$ cat src/rtl/pairwise_compare_sequencer_if.sv
// ---------------------------------------------------------------------------
// pairwise_compare_sequencer_if
//
// Bundles the start/done handshake, the operands and the result flags of the
// pairwise compare sequencer.
//
//   start        request a comparison (honoured only while busy = 0)
//   signed_mode  1 = two's-complement compare, 0 = unsigned
//   a, b         WIDTH-bit operands, sampled on the accepting edge
//   busy         high while a comparison is in progress
//   done         one-cycle pulse when gt/eq/lt become valid
//   gt, eq, lt   registered result flags, one-hot after a comparison
//
// Modports:
//   master  drives the request side (operand registers / switches)
//   slave   the comparator itself
// ---------------------------------------------------------------------------
interface pairwise_compare_sequencer_if #(
    parameter int WIDTH = 8
);
    logic             start;
    logic             signed_mode;
    logic [WIDTH-1:0] a;
    logic [WIDTH-1:0] b;
    logic             busy;
    logic             done;
    logic             gt;
    logic             eq;
    logic             lt;

    modport master (
        output start,
        output signed_mode,
        output a,
        output b,
        input  busy,
        input  done,
        input  gt,
        input  eq,
        input  lt
    );

    modport slave (
        input  start,
        input  signed_mode,
        input  a,
        input  b,
        output busy,
        output done,
        output gt,
        output eq,
        output lt
    );
endinterface

$ cat src/rtl/pairwise_compare_sequencer.sv
// ---------------------------------------------------------------------------
// pairwise_compare_sequencer
//
// Sequential magnitude comparator. Instead of one flat WIDTH-bit comparator,
// a single 2-bit greater/less slice is stepped over the operands, most
// significant pair first, and the walk stops at the first pair that differs.
// A comparison takes k cycles, where k is the number of pairs examined
// (1 <= k <= WIDTH/2).
//
// Parameters:
//   WIDTH   operand width, must be even and >= 2
//
// Ports:
//   clk     rising-edge clock
//   rst_n   asynchronous active-low reset; aborts a comparison without done
//   bus     pairwise_compare_sequencer_if.slave
//             start/signed_mode/a/b in, busy/done/gt/eq/lt out
// ---------------------------------------------------------------------------
module pairwise_compare_sequencer #(
    parameter int WIDTH = 8
) (
    input  logic                          clk,
    input  logic                          rst_n,
    pairwise_compare_sequencer_if.slave   bus
);

    localparam int S     = WIDTH / 2;
    localparam int IDX_W = (S > 1) ? $clog2(S) : 1;
    localparam logic [IDX_W-1:0] IDX_TOP = IDX_W'(S - 1);

    typedef enum logic [0:0] {
        IDLE    = 1'b0,
        COMPARE = 1'b1
    } state_t;

    // 2-bit magnitude slice; returns {greater, less}. Equal is implied when
    // both are zero.
    function automatic logic [1:0] slice_cmp(input logic [1:0] x,
                                             input logic [1:0] y);
        logic g;
        logic l;
        g = (x[1] & ~y[1]) | (x[0] & ~y[1] & ~y[0]) | (x[1] & x[0] & ~y[0]);
        l = (~x[1] & y[1]) | (~x[1] & ~x[0] & y[0]) | (~x[0] & y[1] & y[0]);
        return {g, l};
    endfunction

    state_t           state_q, state_d;
    logic [IDX_W-1:0] idx_q, idx_d;
    logic [WIDTH-1:0] a_q, a_d;
    logic [WIDTH-1:0] b_q, b_d;
    logic             smode_q, smode_d;
    logic             gt_q, gt_d;
    logic             eq_q, eq_d;
    logic             lt_q, lt_d;
    logic             done_q, done_d;

    logic [1:0]       pair_a;
    logic [1:0]       pair_b;
    logic             slice_gt;
    logic             slice_lt;
    logic             slice_eq;

    // Current slice. In signed mode the sign bits of the top pair are
    // inverted, which maps two's-complement onto offset binary so the same
    // unsigned slice orders the operands correctly.
    always_comb begin
        pair_a = a_q[{idx_q, 1'b0} +: 2];
        pair_b = b_q[{idx_q, 1'b0} +: 2];
        if (smode_q && (idx_q == IDX_TOP)) begin
            pair_a[1] = ~pair_a[1];
            pair_b[1] = ~pair_b[1];
        end
        {slice_gt, slice_lt} = slice_cmp(pair_a, pair_b);
        slice_eq = ~slice_gt & ~slice_lt;
    end

    // Next-state and result logic
    always_comb begin
        state_d = state_q;
        idx_d   = idx_q;
        a_d     = a_q;
        b_d     = b_q;
        smode_d = smode_q;
        gt_d    = gt_q;
        eq_d    = eq_q;
        lt_d    = lt_q;
        done_d  = 1'b0;

        unique case (state_q)
            IDLE: begin
                // Also taken in the done cycle, so a held start restarts
                // immediately and wipes the previous result.
                if (bus.start) begin
                    a_d     = bus.a;
                    b_d     = bus.b;
                    smode_d = bus.signed_mode;
                    idx_d   = IDX_TOP;
                    gt_d    = 1'b0;
                    eq_d    = 1'b0;
                    lt_d    = 1'b0;
                    state_d = COMPARE;
                end
            end

            COMPARE: begin
                if (slice_gt) begin
                    gt_d    = 1'b1;
                    done_d  = 1'b1;
                    state_d = IDLE;
                end else if (slice_lt) begin
                    lt_d    = 1'b1;
                    done_d  = 1'b1;
                    state_d = IDLE;
                end else if (slice_eq && (idx_q == '0)) begin
                    eq_d    = 1'b1;
                    done_d  = 1'b1;
                    state_d = IDLE;
                end else begin
                    idx_d   = idx_q - 1'b1;
                end
            end

            default: begin
                state_d = IDLE;
            end
        endcase
    end

    always_ff @(posedge clk or negedge rst_n) begin
        if (!rst_n) begin
            state_q <= IDLE;
            idx_q   <= '0;
            a_q     <= '0;
            b_q     <= '0;
            smode_q <= 1'b0;
            gt_q    <= 1'b0;
            eq_q    <= 1'b0;
            lt_q    <= 1'b0;
            done_q  <= 1'b0;
        end else begin
            state_q <= state_d;
            idx_q   <= idx_d;
            a_q     <= a_d;
            b_q     <= b_d;
            smode_q <= smode_d;
            gt_q    <= gt_d;
            eq_q    <= eq_d;
            lt_q    <= lt_d;
            done_q  <= done_d;
        end
    end

    // busy is decoded straight from the state register, so it is glitch-free
    // and drops asynchronously with reset.
    assign bus.busy = (state_q == COMPARE);
    assign bus.done = done_q;
    assign bus.gt   = gt_q;
    assign bus.eq   = eq_q;
    assign bus.lt   = lt_q;

endmodule
$ cat src/flat_wrapper.sv
// flat-port wrapper written by rule: the top's interface ports become plain ports
module pairwise_compare_sequencer_flat 
#(
    parameter int WIDTH = 8
)
  (clk, rst_n, bus_start, bus_signed_mode, bus_a, bus_b, bus_busy, bus_done, bus_gt, bus_eq, bus_lt);
  pairwise_compare_sequencer_if #(.WIDTH(WIDTH)) bus_i ();
  input  logic clk;
  input  logic rst_n;
  input wire logic [$bits(bus_i.start)-1:0] bus_start;
  input wire logic [$bits(bus_i.signed_mode)-1:0] bus_signed_mode;
  input wire logic [$bits(bus_i.a)-1:0] bus_a;
  input wire logic [$bits(bus_i.b)-1:0] bus_b;
  output wire logic [$bits(bus_i.busy)-1:0] bus_busy;
  output wire logic [$bits(bus_i.done)-1:0] bus_done;
  output wire logic [$bits(bus_i.gt)-1:0] bus_gt;
  output wire logic [$bits(bus_i.eq)-1:0] bus_eq;
  output wire logic [$bits(bus_i.lt)-1:0] bus_lt;
  assign bus_i.start = bus_start;
  assign bus_i.signed_mode = bus_signed_mode;
  assign bus_i.a = bus_a;
  assign bus_i.b = bus_b;
  assign bus_busy = bus_i.busy;
  assign bus_done = bus_i.done;
  assign bus_gt = bus_i.gt;
  assign bus_eq = bus_i.eq;
  assign bus_lt = bus_i.lt;
  pairwise_compare_sequencer #(.WIDTH(WIDTH)) u_core (.clk(clk), .rst_n(rst_n), .bus(bus_i));
endmodule
$ cat config.mk
export PLATFORM = sky130hd
export DESIGN_NAME = pairwise_compare_sequencer_flat
export DESIGN_NICKNAME = d
export VERILOG_FILES = /design/src/rtl/pairwise_compare_sequencer_if.sv /design/src/rtl/pairwise_compare_sequencer.sv /design/src/flat_wrapper.sv
export SDC_FILE = /design/constraint.sdc
export NUM_CORES = 1
export LEC_CHECK = 0
export CAP_MARGIN = 20
export CORE_ASPECT_RATIO = 1.2
export CORE_MARGIN = 5
export CORE_UTILIZATION = 35
export CTS_CLUSTER_SIZE = 40
export DETAILED_ROUTE_END_ITERATION = 10
export SYNTH_ARGS = -nofsm -noshare
export SYNTH_HDL_FRONTEND = slang
export SYNTH_SLANG_ARGS = --single-unit
$ cat constraint.sdc
create_clock -name clk -period 3.2 [get_ports clk]
set_clock_uncertainty 0.1 [all_clocks]
set_input_delay 0.64 -clock clk [delete_from_list [all_inputs] [get_ports clk]]
set_output_delay 0.64 -clock clk [all_outputs]
set_load 0.1 [all_outputs]
==> impl_metrics.yaml, run 1 <==
status:
  status: "complete, no violations"
setup_path:
  required_ns: 3.25
  startpoint_type: "input pin"
  end_kind: "flop"
  timing.critical_path.buf_inv: 3
  worst_ep_arrival_time_ns: 2.19
  cp_max_fo: 11
  cpMaxStageDelayCell: "clkdlybuf4s50_1"
  path_cells: "clkdlybuf4s50_1 -> inv_1 -> nor2_2 -> buf_4 -> mux2_2"
  cp_slowest_stage_delay_ns: 0.45
  cp_top_family: "buffers and inverters"
  critPathKind: "in2reg"
global_route:
  grt_pass1_wl_um: 3580
  overflow: 0
  grt_start_max_net_pins: 25
  antenna_found_initial: 0
  grt_pass1_vias: 759
  grt_usage_pct: 9.82
clocking:
  cts_sinks: 24
  numCtsBuffers: 3
  cts_max_level: 1
  post_cts_buffers: 0
  holdBufCountCts: 0
  clock_latency_ns: 0.26
  clk_path_buf_depth: 2
  cts_root_buffer: "clkbuf_8"
  cts_tree: "built"
  postCtsResizedCells: 0
  cts.clk_slew.worst_paths_ns: 0.08
floorplanning:
  fp.dieArea_um2: 4590
  coreArea_um2: 3280
  fp.dieW_um: 62.7
  dieHeight_um: 73.2
  start_util_pct: 35.5
  design.portCount: 25
  std_cell_rows: 23
run:
  cap_violations: 0
synth:
  ys_types: 25
  synth_top_area_share_pct: 51.5
  ys.flop_type: "dfrtp_1"
  synthTopCellsByCount: "dfrtp_1 (24), mux2_2 (17), mux2i_1 (4), mux4_2 (4)"
  syn_avg_cell_area_um2: 14.2
  syn_nets: 104
  synth_area_leaders: "dfrtp_1 (52%), mux2_2 (16%), mux4_2 (7.7%)"
  yosysWarnings: 0
  syn_area_um2: 1170
  async_reset_ff_share_pct: 100
  synth.most_common_cell: "dfrtp_1"
  syn_inst: 82
  synth_top_area_cell: "dfrtp_1"
  ys_ff_latch: 24
  synth_edf_count: 0
  seq_area_frac_synth_pct: 51.5
detailed_routing:
  wl_per_cell_um: 13.8
  dr.pass1.iters: 2
  vias: 710
  top_layer: "met4"
  wl_met3_um: 91
  drtIter0Drc: 15
  post_drt_via_cell_ratio: 4.86
  antenna_left: 0
  wl_met2_um: 1020
  wirelength_um: 2010
  drc: 0
  met1_length_um: 889
timing:
  min_period_ns: 2.14
  final_max_slew_viol_count: 0
  hold_viol_final: 0
  setup_violations: 0
  timing.fmax_mhz: 468
  rsz0062_at_grt: "no"
  fin_setup_tns_ns: 0
  slew_headroom_pct: 68.6
  fin_crit_sh_pct: 66.8
  worst_pin_slew_ns: 0.470
cells_and_area:
  antenna_cells: 0
  final_core_util_pct: 45.4
  area_growth_pct: 27.8
  layout-drive-gt1-share_pct: 36.7
  fin_nets: 132
  design_area_um2: 1490
pwr:
  p_leak_uw: 0.000669
  vdd_ir_drop_max_uv: 643
  powerDensity_nw_per_um2: 1040
placement:
  port_buffers: 24
  placed_area_um2: 1440
  place_congestion: 0.673
  dp_hpwl_um: 1580
min_path:
  worstHoldPathType: "reg2reg"
-- final timing paths --
check,slack [ns],cells past startpoint,to,from
worst max register to register,1.29,4,u_core.idx_q[0],u_core.idx_q[0]
worst max-delay path,1.06,5,u_core.b_q[6],bus_start
max in group asynchronous,2.13,2,u_core.b_q[3],rst_n
worst min-delay path,0.40,1,u_core.b_q[5],u_core.b_q[5]
worst min register to register,0.40,1,u_core.b_q[5],u_core.b_q[5]
min in group asynchronous,0.63,2,u_core.a_q[1],rst_n
-- report_power, final --
part,switching (uW),internal (uW)
clock,91.5,110
sequential,98.0,439
combinational,420,391
-- cell type report --
| type | count | area [um2] |
|---|---|---|
| repair buffers | 26 | 243 |
| multi-input cells | 52 | 534 |
| flip-flops and latches | 24 | 601 |
| fillers | 326 | 1790 |
| well taps | 37 | 46.3 |
| clock buffers | 4 | 55.1 |
| inverters | 3 | 11.3 |
-- registers in the layout (all words and copies together) (netlist names) --
register	flops
u_core.a_q	8
u_core.b_q	8
u_core.bus.busy	1
u_core.bus.done	1
u_core.bus.eq	1
u_core.bus.gt	1
u_core.bus.lt	1
u_core.idx_q	2
u_core.smode_q	1
-- layout by cell type (no fill, tap or decap), drive strengths merged, types with 2 or more instances in the layout --
| cell | n |
|---|---|
| clkbuf | 4 |
| buf | 7 |
| o31a | 2 |
| a21oi | 2 |
| o21ai | 3 |
| nor2 | 3 |
| nand2 | 3 |
| mux4 | 4 |
| a21o | 2 |
| mux2 | 17 |
| dfrtp | 24 |
| nand2b | 3 |
| ha | 2 |
| mux2i | 4 |
| clkdlybuf4s50 | 19 |
| inv | 3 |
-- stage by stage --
| step | instances | worst slack [ns] | hold WS, ns | total power (uW) |
|---|---|---|---|---|
| floorplan | 82 | 1.03 | 0.244 | 1210 |
| global placement | 142 | 0.809 | 0.386 | 1350 |
| detailed placement | 142 | 0.794 | 0.393 | 1370 |
| CTS | 146 | 1.06 | 0.413 | 1570 |
| global route | 146 | 0.961 | 0.428 | 1660 |
| finish | 146 | 1.06 | 0.404 | 1550 |
-- logic make-up (layout without fill, tap and decap cells) --
logic type,count (synthesis),in the layout,share of synthesized area [%]
buf+inv,6,33,2.68
flops,24,24,51.5
fa+ha+maj,2,2,2.15
mux,25,25,27.6
xor+xnor,1,1,1.40
compound gates,10,10,6.22
simple gates,14,14,8.48
-- metal layers --
metal / global-route usage (%) / vias up
met4: 2.83 / 0
met1: 12.7 / 341
li1: - / 352
met5: 0 / -
met2: 16.2 / 15
met3: 2.62 / 2
No activity file was read; power rests on OpenSTA's default activity.
==> inputs of run 2 (changes only) <==
Clock period 3.2 ns to 2 ns, I/O delays scaled along.
==> impl_metrics.yaml, run 2 (same netlist as run 1, synthesis figures left out) <==
status:
  status: "complete, no violations"
setup_path:
  startpoint_type: "flop"
  timing.critical_path.buf_inv: 0
  critPathKind: "reg2reg"
  cp_top_family: "multiplexers"
  cpMaxStageDelayCell: "mux4_2"
  end_kind: "flop"
  cp_slowest_stage_delay_ns: 0.58
  cp_max_fo: 8
  required_ns: 2.06
  path_cells: "mux4_2 -> xnor2_2 -> nand4_2 -> mux2i_1"
  worst_ep_arrival_time_ns: 1.85
timing:
  rsz0062_at_grt: "no"
  worst_pin_slew_ns: 0.306
  timing.fmax_mhz: 559
  fin_setup_tns_ns: 0
  hold_viol_final: 0
  setup_violations: 0
  fin_crit_sh_pct: 89.4
  slew_headroom_pct: 79.6
  min_period_ns: 1.79
  final_max_slew_viol_count: 0
detailed_routing:
  drc: 0
  wirelength_um: 2230
  vias: 721
  antenna_left: 0
  dr.pass1.iters: 4
  drtIter0Drc: 8
  wl_per_cell_um: 15.1
  post_drt_via_cell_ratio: 4.90
global_route:
  antenna_found_initial: 0
  grt_usage_pct: 10.9
  grt_pass1_wl_um: 3880
  overflow: 0
  grt_pass1_vias: 825
  grt_start_max_net_pins: 25
clocking:
  numCtsBuffers: 3
  cts.clk_slew.worst_paths_ns: 0.09
  post_cts_buffers: 0
  cts_max_level: 1
  cts_tree: "built"
  clk_path_buf_depth: 2
  clock_latency_ns: 0.27
  cts_root_buffer: "clkbuf_8"
  cts_sinks: 24
cells_and_area:
  final_common_cell: "dfrtp_1"
  mostFrequentLayoutCells: "dfrtp_1 (22), clkdlybuf4s50_1 (19), mux2_2 (17), buf_4 (5)"
  nFillCells: 317
  fin_nets: 133
  seqCellArea_um2: 603
  antenna_cells: 0
  reg_top3: "u_core.a_q (8), u_core.b_q (8), u_core.idx_q (2)"
  layout-drive-gt1-share_pct: 39.1
  multi_input_area_um2: 534
  area_growth_pct: 33.3
  final_cells: 147
floorplanning:
  std_cell_rows: 23
  start_util_pct: 35.5
  dieHeight_um: 73.2
  fp.dieArea_um2: 4590
  coreArea_um2: 3280
  design.portCount: 25
  fp.dieW_um: 62.7
pwr:
  vdd_ir_drop_max_uv: 1100
  p_leak_uw: 0.000690
  pwr-share-comb_pct: 50.9
  switching_share_pct: 37.9
  intPower_uw: 1670
  powerDensity_nw_per_um2: 1730
  power.share.sequential_pct: 33.2
  p_sw_uw: 1020
  clkPwrFrac_pct: 15.9
placement:
  placed_cells_incl_taps: 143
  place_congestion: 0.675
  dp_hpwl_um: 1730
  port_buffers: 24
min_path:
  worstHoldPathType: "in2async"
run:
  cap_violations: 0
-- run 2: worst reg2reg max path: cells and delay by family (launching register included) --
family | cells | cell delay [ns]
simple gates | 1 | 0.16
flops | 1 | 0.48
mux | 2 | 0.74
xor+xnor | 1 | 0.20
-- run 2: area by class of cell --
type	count	area share (%)
multi-input combinational	52	34.4
inverter	3	0.725
clock buffer	3	2.66
clock inverter	1	1.93
sequential	24	38.8
tap	37	2.98
timing repair buffer	27	18.5
-- run 2: path summary, 6_finish.rpt --
kind | from | endpoint | slack (ns) | depth (start not counted)
setup / recovery | u_core.idx_q[0] | u_core.idx_q[1] | 0.21 | 4
hold / removal | rst_n | u_core.a_q[2] | 0.38 | 2
setup reg to reg | u_core.idx_q[0] | u_core.idx_q[1] | 0.21 | 4
hold reg to reg | u_core.b_q[7] | u_core.b_q[7] | 0.42 | 1
max in group asynchronous | rst_n | u_core.idx_q[0] | 1.16 | 2
min in group clk | u_core.b_q[7] | u_core.b_q[7] | 0.42 | 1
-- run 2: what timing repair did --
| action | CTS | global route |
|---|---|---|
| hold buffers | 0 | 0 |
| gates resized for setup | 0 | 1 |
| setup endpoints to repair | 0 | 2 |
-- run 2: power groups by stage --
stage          clock network, uW  registers [uW]  logic, uW
2_1_floorplan                  0            1040        895
3_3_place_gp                   0             902       1350
3_5_place_dp                   0             909       1380
4_1_cts                      445             898       1390
5_1_grt                      458             929       1460
6_report                     428             893       1370
-- run 2: stage by stage --
stage	util [%]	power, uW	hold slack [ns]	setup slack (ns)	cell area [um2]
final	47.4	2690	0.382	0.211	1550
after global routing	47.4	2850	0.417	0.0942	1550
after CTS	47.3	2730	0.396	0.0825	1550
after detailed placement	45.2	2290	0.398	0.109	1480
after global placement	45.2	2250	0.390	0.149	1480
after floorplan	-	1940	0.00441	0.00930	1170
-- run 2: layer usage --
layer / track usage [%] / wire (um)
met1: 11.7 / 877
met5: 0 / 0
met3: 3.24 / 107
met4: 5.66 / 47
met2: 19.5 / 1190
==> inputs of run 3 (changes only) <==
Settings changed: GPL_ROUTABILITY_DRIVEN set to 0.
==> results of run 3 <==
No change in the layout: final DEF, timing and power equal those of run 2.
